[config.mk]
export PLATFORM = sky130hd
export DESIGN_NAME = handshake_receiver_flat
export DESIGN_NICKNAME = d
export VERILOG_FILES = /design/src/rtl/handshake_receiver_pkg.sv /design/src/rtl/handshake_receiver_if.sv /design/src/rtl/handshake_receiver_timeout_counter.sv /design/src/rtl/handshake_receiver.sv /design/src/flat_wrapper.sv
export SDC_FILE = /design/constraint.sdc
export NUM_CORES = 1
export LEC_CHECK = 0
export ABC_AREA = 1
export CAP_MARGIN = 20
export CORE_MARGIN = 1
export CORE_UTILIZATION = 46
export CTS_BUF_LIST = sky130_fd_sc_hd__clkbuf_2 sky130_fd_sc_hd__clkbuf_4 sky130_fd_sc_hd__clkbuf_8
export DETAILED_ROUTE_END_ITERATION = 7
export GPL_TIMING_DRIVEN = 0
export PLACE_DENSITY = 0.79
export SETUP_SLACK_MARGIN = 0.1
export SLEW_MARGIN = 20
export SYNTH_ARGS = -nofsm -noshare
export SYNTH_HDL_FRONTEND = slang
export SYNTH_SLANG_ARGS = --single-unit
[constraint.sdc]
create_clock -name clkB -period 1.4 [get_ports clkB]
set_clock_uncertainty 0.1 [all_clocks]
set_input_delay 0.28 -clock clkB [delete_from_list [all_inputs] [get_ports clkB]]
set_output_delay 0.28 -clock clkB [all_outputs]
set_load 0.03 [all_outputs]
[src/rtl/handshake_receiver_pkg.sv]
// Shared types and default parameters for the destination-side
// req/ack handshake receiver.
package hs_rx_pkg;

  typedef enum logic [1:0] {
    IDLE  = 2'd0,
    VALID = 2'd1,
    ACK   = 2'd2
  } hs_rx_state_t;

  localparam int HS_RX_BIT_WIDTH      = 4;
  localparam int HS_RX_CNT_WIDTH      = 8;
  localparam int HS_RX_TIMEOUT_CYCLES = 64;

endpackage

[src/rtl/handshake_receiver_if.sv]
// Bus bundle between the crossing/stream environment and handshake_receiver.
// slave  : the receiver itself.
// master : the environment (synchronized req, source data, stream consumer).
// timeout_errB exists only when HS_RX_TIMEOUT_EN is defined.
interface hs_rx_if
  import hs_rx_pkg::*;
#(
  parameter int BIT_WIDTH = HS_RX_BIT_WIDTH,
  parameter int CNT_WIDTH = HS_RX_CNT_WIDTH
) ();

  logic                 reqB_sync;
  logic [BIT_WIDTH-1:0] dataA;
  logic                 ackB;
  logic [BIT_WIDTH-1:0] doutB;
  logic                 doutB_valid;
  logic                 doutB_ready;
  logic [CNT_WIDTH-1:0] xfer_countB;
`ifdef HS_RX_TIMEOUT_EN
  logic                 timeout_errB;
`endif

  modport slave (
    input  reqB_sync, dataA, doutB_ready,
    output ackB, doutB, doutB_valid, xfer_countB
`ifdef HS_RX_TIMEOUT_EN
    , output timeout_errB
`endif
  );

  modport master (
    output reqB_sync, dataA, doutB_ready,
    input  ackB, doutB, doutB_valid, xfer_countB
`ifdef HS_RX_TIMEOUT_EN
    , input timeout_errB
`endif
  );

endinterface

[src/rtl/handshake_receiver_timeout_counter.sv]
// ACK-dwell counter: held at zero while clear is high, counts while enable
// is high, and flags the cycle in which the count sits at TIMEOUT_CYCLES-1.
module hs_timeout_counter #(
  parameter int TIMEOUT_CYCLES = 64
) (
  input  logic clk,
  input  logic rstN,
  input  logic clear,
  input  logic enable,
  output logic tc
);

  localparam int W = (TIMEOUT_CYCLES > 1) ? $clog2(TIMEOUT_CYCLES) : 1;

  logic [W-1:0] cnt;

  // dwell count, zeroed outside the watched state
  always_ff @(posedge clk) begin
    if (!rstN || clear) cnt <= '0;
    else if (enable)    cnt <= cnt + W'(1);
  end

  assign tc = enable && (cnt == W'(TIMEOUT_CYCLES - 1));

endmodule

[src/rtl/handshake_receiver.sv]
// Destination-domain consumer of a 4-phase req/ack crossing.
// Captures the (source-held) data bus when the synchronized req rises,
// offers it on a valid/ready stream, then acks the source until req drops.
// Optional feature macro: HS_RX_TIMEOUT_EN -- bounds the ACK dwell to
// TIMEOUT_CYCLES and pulses timeout_errB when the source never drops req.
module handshake_receiver
  import hs_rx_pkg::*;
#(
  parameter int BIT_WIDTH = HS_RX_BIT_WIDTH,
  parameter int CNT_WIDTH = HS_RX_CNT_WIDTH
`ifdef HS_RX_TIMEOUT_EN
  , parameter int TIMEOUT_CYCLES = HS_RX_TIMEOUT_CYCLES
`endif
) (
  input logic    clkB,
  input logic    rstN,
  hs_rx_if.slave bus
);

  hs_rx_state_t         state, stateNext;
  logic                 armed, armedNext;
  logic                 ackQ, ackNext;
  logic [BIT_WIDTH-1:0] doutQ, doutNext;
  logic                 validQ, validNext;
  logic [CNT_WIDTH-1:0] countQ, countNext;
  logic                 dwellTc;

`ifdef HS_RX_TIMEOUT_EN
  logic toErrQ, toErrNext;

  hs_timeout_counter #(
    .TIMEOUT_CYCLES(TIMEOUT_CYCLES)
  ) uDwell (
    .clk   (clkB),
    .rstN  (rstN),
    .clear (state != ACK),
    .enable(state == ACK),
    .tc    (dwellTc)
  );

  assign bus.timeout_errB = toErrQ;
`else
  assign dwellTc = 1'b0;
`endif

  // next-state and next-output decode; every register holds by default
  always_comb begin
    stateNext = state;
    // armed latches the first sampled req-low so a req already high at
    // reset release is never mistaken for a new request
    armedNext = armed | ~bus.reqB_sync;
    ackNext   = ackQ;
    doutNext  = doutQ;
    validNext = validQ;
    countNext = countQ;
`ifdef HS_RX_TIMEOUT_EN
    toErrNext = 1'b0;
`endif
    case (state)
      IDLE: begin
        if (armed && bus.reqB_sync) begin
          doutNext  = bus.dataA;
          validNext = 1'b1;
          stateNext = VALID;
        end
      end
      VALID: begin
        // req is deliberately ignored here: the source may not drop it before ack
        if (bus.doutB_ready) begin
          validNext = 1'b0;
          ackNext   = 1'b1;
          countNext = countQ + CNT_WIDTH'(1);
          stateNext = ACK;
        end
      end
      ACK: begin
        if (!bus.reqB_sync) begin
          ackNext   = 1'b0;
          stateNext = IDLE;
        end else if (dwellTc) begin
          // stuck source: give up, and demand a fresh req-low before re-arming
          ackNext   = 1'b0;
          armedNext = 1'b0;
          stateNext = IDLE;
`ifdef HS_RX_TIMEOUT_EN
          toErrNext = 1'b1;
`endif
        end
      end
      default: stateNext = IDLE;
    endcase
  end

  // state and registered outputs, synchronous active-low reset
  always_ff @(posedge clkB) begin
    if (!rstN) begin
      state  <= IDLE;
      armed  <= 1'b0;
      ackQ   <= 1'b0;
      doutQ  <= '0;
      validQ <= 1'b0;
      countQ <= '0;
`ifdef HS_RX_TIMEOUT_EN
      toErrQ <= 1'b0;
`endif
    end else begin
      state  <= stateNext;
      armed  <= armedNext;
      ackQ   <= ackNext;
      doutQ  <= doutNext;
      validQ <= validNext;
      countQ <= countNext;
`ifdef HS_RX_TIMEOUT_EN
      toErrQ <= toErrNext;
`endif
    end
  end

  assign bus.ackB        = ackQ;
  assign bus.doutB       = doutQ;
  assign bus.doutB_valid = validQ;
  assign bus.xfer_countB = countQ;

endmodule

[src/flat_wrapper.sv]
// flat-port wrapper written by rule: the top's interface ports become plain ports
module handshake_receiver_flat import hs_rx_pkg::*;
#(
  parameter int BIT_WIDTH = HS_RX_BIT_WIDTH,
  parameter int CNT_WIDTH = HS_RX_CNT_WIDTH

)
  (clkB, rstN, bus_reqB_sync, bus_dataA, bus_doutB_ready, bus_ackB, bus_doutB, bus_doutB_valid, bus_xfer_countB);
  hs_rx_if #(.BIT_WIDTH(BIT_WIDTH), .CNT_WIDTH(CNT_WIDTH)) bus_i ();
  input logic clkB;
  input logic rstN;
  input wire logic [$bits(bus_i.reqB_sync)-1:0] bus_reqB_sync;
  input wire logic [$bits(bus_i.dataA)-1:0] bus_dataA;
  input wire logic [$bits(bus_i.doutB_ready)-1:0] bus_doutB_ready;
  output wire logic [$bits(bus_i.ackB)-1:0] bus_ackB;
  output wire logic [$bits(bus_i.doutB)-1:0] bus_doutB;
  output wire logic [$bits(bus_i.doutB_valid)-1:0] bus_doutB_valid;
  output wire logic [$bits(bus_i.xfer_countB)-1:0] bus_xfer_countB;
  assign bus_i.reqB_sync = bus_reqB_sync;
  assign bus_i.dataA = bus_dataA;
  assign bus_i.doutB_ready = bus_doutB_ready;
  assign bus_ackB = bus_i.ackB;
  assign bus_doutB = bus_i.doutB;
  assign bus_doutB_valid = bus_i.doutB_valid;
  assign bus_xfer_countB = bus_i.xfer_countB;
  handshake_receiver #(.BIT_WIDTH(BIT_WIDTH), .CNT_WIDTH(CNT_WIDTH)) u_core (.clkB(clkB), .rstN(rstN), .bus(bus_i));
endmodule
Word level (Yosys, flattened, before mapping)
Index checks and enable logic that the tools add are counted.
- memory bits (read-only): 0
- memories kept: 0
- memory bits (writable): 0
- word-level logic and storage cells: 33
- output and inout bits: 14
- bits of input ports: 8
- register bits after elaboration: 17
- latch bits: 0
- $mul: 0
- shift operators: 0
- equality and inequality tests: 5
- reductions and logical operators: 9
- multiplexer cells: 10
- magnitude comparators: 0
- $add $sub $neg: 1
- div/mod/pow operators: 0
- bitwise operators: 2
- operator list (cell ; count):
    $reduce_and A3 Y1 ; 3
    $add A8 B1 Y8 const B ; 1
    $mux W2 ; 3
    $pmux W2 S3 ; 1
    $mux W1 ; 4
    $ne A2 B2 Y1 const B ; 2
    $pmux W1 S2 ; 2
    $reduce_and A2 Y1 ; 2
    $reduce_bool A2 Y1 ; 2
    $eq A2 B1 Y1 const B ; 1
    $eq A2 B2 Y1 const B ; 1
    $logic_not A2 Y1 ; 1
    $ne A2 B1 Y1 const B ; 1
    $logic_and A1 B1 Y1 ; 1
    $not A1 Y1 ; 1
    $or A1 B1 Y1 ; 1

Logic depth before layout (Yosys ltp)
- depth after elaboration: 3
- gate-level depth with buffers: 6

Least setup slack after synthesis
OpenSTA, ideal clock, no wires.
- path kind: register to register
- start point: reg u_core.countQ[0], in the netlist u_core.bus.xfer_countB[0]
- end point: reg u_core.countQ[6], in the netlist u_core.bus.xfer_countB[6]
- path buffers: 0
- arrival time: 1215 ps
- stages on the path, launching flop included: 7
- data required time: 1184 ps
- library setup time: 116 ps
- slack: -31 ps
- path through: dfxtp_1 -> ha_1 -> nand3_1 -> nor2_4 -> nand3_1 -> nand2_1 -> nor2_1
- cells in the longest elaborated chain, start to end: 1
- RTL lines (what ; RTL line ; text):
    start, declared ; handshake_receiver.sv:25 ; logic [CNT_WIDTH-1:0] countQ, countNext;
    start signal, assigned ; handshake_receiver.sv:112 ; countQ <= countNext;
    $add A8 B1 Y8 ; handshake_receiver.sv:72 ; countNext = countQ + CNT_WIDTH'(1);
No other way between the ends.
A chain may end at the register's enable or synchronous reset.

Worst setup path after layout
- start point: reg u_core.countQ[5], in the netlist u_core.bus.xfer_countB[5]
- end point: out bus_xfer_countB[5]
- RTL lines (what ; RTL line ; text):
    end, declared ; flat_wrapper.sv:18 ; output wire logic [$bits(bus_i.xfer_countB)-1:0] bus_xfer_countB;
No word-level cell between the ends.

==> metrics.md <==
| Metric | Value |
|---|---|
| Final hold violation count | `0` |
| Cells after Synth | `89` |
| CTS hold repair buffers | `0` |
| Tcrit/Tclk final | `90.85%` |
| Worst EP arrival | `0.89 ns` |
| Crit path kind | `flop to output port` |
| Vias | `632` |
| P per Cell Area | `983.4 nW/um^2` |
| Peak Freq | `786.2 MHz` |
| Worst path cell trace | `buf_2` |
| Worst Setup SP | `u_core.bus.xfer_countB[5]` |
| GPL Wtd Cong | `0.6298` |
| Min Tclk post-route | `1.272 ns` |
| Seq. cell area | `346.6 um^2` |
| Max_cap viols | `0` |
| CP Max Fanout | `4` |
| Largest cells by area after synthesis | `dfxtp_1, nor2_1, nand2_1` |
| Leakage | `0.4367 nW` |
| Vias in the first global route | `523` |
| First-pass GRT wire length | `2159 um` |
| Cell taking the most area after synthesis | `dfxtp_1` |
| Worst-Skew Late Latency | `0.28 ns` |
| Critical path buffers and inverters | `1` |
| Area after DPL | `917.1 um^2` |
| Simple-gate share of the synthesized area | `30.40%` |
| Pin count of the biggest net entering global routing | `11` |
| Worst vdd ir | `0.0006758 V` |
| CTS buffer count | `3` |
| Multi-input gate area | `316.6 um^2` |
| Hold/Removal Path Class | `input pin to flop` |
| Total gr overflow | `0` |
| Pins Over Slew Limit | `0` |
| Cell Count, Final, Fillers Out | `130` |
| Main combinational cell family by area after synthesis | `simple AND/OR/NAND/NOR gates` |
| CTS tree | `yes` |
| Initial DRC Count | `9` |
| Total wire length | `1328 um` |
| Root buffer cell | `clkbuf_4` |
| Number of H-tree levels | `1` |
| Post-synthesis average cell area | `7.816 um^2` |
| Post-synthesis mux area share | `0%` |
| Reg-to-Reg Start | `u_core.bus.xfer_countB[0]` |
| Die Y | `40.89 um` |
| All-layer global routing usage | `19.86%` |
| Synth Area in Compound Gates | `10.79%` |
| Max_slew headroom | `82.87%` |
| Delay-heaviest family, CP | `flip-flops` |
| Commonest cells after routing, fill and taps aside | `nor2_1, nand2_1, buf_2, dfxtp_1, a21oi_1` |
| Placed Instances | `124` |
| Mapped Nets | `98` |
| Startpoint Class | `flop` |
| Core Area | `1350 um^2` |
| Synth top area share | `48.92%` |
| Synth Area in XOR/XNOR | `2.518%` |
| Pre-antenna DRT Iters | `4` |
| RSZ-0062 raised after global routing | `yes` |
| Total power | `0.0008908 W` |
| Filler Cell Count | `113` |
| ANT cells | `0` |
| Fin area | `905.9 um^2` |
| Routed Antenna Nets | `0` |
| Dpl hpwl | `993.1 um` |
| I/O Buffers | `20` |
| Maximum clock insertion buffer count | `2` |
| Die W | `40.89 um` |
| #FFs+latches synth | `17` |
| Yosys cell types | `14` |
| # IOs | `22` |
| Post-Syn Area | `695.7 um^2` |
| Clk sinks | `17` |
| WP data required | `1.02 ns` |
| Die area | `1672 um^2` |
| Share of cells above drive strength 1 | `26.96%` |
| Layout area overhead | `30.22%` |
| CP Capture Type | `output port` |
| Max incr delay on CP | `0.39 ns` |
| DRC Markers | `0` |
| Synth Area in Adders | `1.799%` |
| Cell row count | `13` |
| Status | `completed` |
| Actual slew at the worst max-slew pin | `0.2566 ns` |
| Reg clk slew, reported paths | `0.10 ns` |
| Vias/cell | `4.862` |
| Most common cell after layout, fill and taps aside | `nor2_1` |
| Warnings, synthesis | `0` |
| Final #Nets | `125` |
| Initial Util | `51.53%` |
| Antenna violations before repair | `0` |
| Hold path start | `rstN` |
| Post-synthesis sequential area ratio | `48.92%` |
| DR WL/cell | `10.22 um` |
| Setup violators final | `0` |
| Slowest CP cell | `dfxtp_1` |
-- sequential cells by signal, summed over array words and instances, names as in the netlist --
register	cells
u_core.bus.xfer_countB	8
u_core.bus.doutB	4
u_core.state	2
u_core.armed	1
u_core.bus.ackB	1
u_core.bus.doutB_valid	1
-- synthesized netlist by cell type --
library cell,count
dfxtp_1,17
nor2_1,17
nand2_1,16
a21oi_1,10
inv_1,8
nand3_1,7
o21ai_0,5
nor2_4,2
xor2_1,2
buf_2,1
ha_1,1
inv_2,1
nand3_4,1
nand4_2,1
-- worst paths after layout --
path / depth (start not counted) / slack (ns) / end
setup / recovery: 1 / 0.13 / bus_xfer_countB[5]
hold reg to reg: 2 / 0.37 / u_core.armed
hold / removal: 3 / 0.18 / u_core.bus.xfer_countB[3]
setup reg to reg: 6 / 0.20 / u_core.bus.xfer_countB[6]
-- layer usage --
metal / vias to the layer above / part of all wire [%] / wire length, um / track usage (%)
li1: 340 / - / - / -
met1: 273 / 47 / 621 / 23.84
met2: 17 / 48 / 635 / 32.42
met3: 2 / 4.4 / 58 / 3.261
met4: 0 / 0.90 / 12 / 12.50
met5: - / 0 / 0 / 0
-- power breakdown --
part | total [W] | internal, W | leakage [nW] | switching, W
sequential | 0.000510 | 0.000499 | 0.141 | 0.0000101
clock | 0.000278 | 0.000130 | 0.0184 | 0.000148
combinational | 0.000103 | 0.0000406 | 0.277 | 0.0000625
-- tightest hold or removal path, stage by stage --
cell and delay, ns:
buf_2 0.15, nand2_1 0.08, nor2_1 0.03
-- per-stage QoR --
step	util (%)	worst slack, ns	hold WS (ns)	setup TNS [ns]
after global placement	67.93	-0.1404	0.3461	-1.121
after floorplan	-	0.1071	0.2759	0
after CTS	65.34	0.08113	0.1893	0
final	67.10	0.1281	0.1834	0
after detailed placement	67.93	-0.1536	0.3533	-1.394
after global routing	67.10	0.06583	0.2095	0
-- kinds of logic after synthesis --
kind of cell,after synthesis
adders and majority gates,1
DFF,17
xor gates and xnor gates,2
buffers and inverters,10
and+or+nand+nor,44
AOI/OAI and AO/OA,15
-- timing repair --
item / in CTS / in global routing
pin swaps: 0 / 2
endpoints found under the setup margin: 14 / 9
gates resized for setup: 72 / 6
gates cloned: 0 / 0
buffers inserted: 0 / 2
-- layout make-up --
type	count	area share (%)
Sequential cell	17	38.26
Multi-Input combinational cell	62	34.94
Timing Repair Buffer	22	17.13
Inverter	9	3.729
Clock buffer	4	3.315
Tap cell	15	2.072
Buffer	1	0.5525
Power figures use the tool's default switching activity.
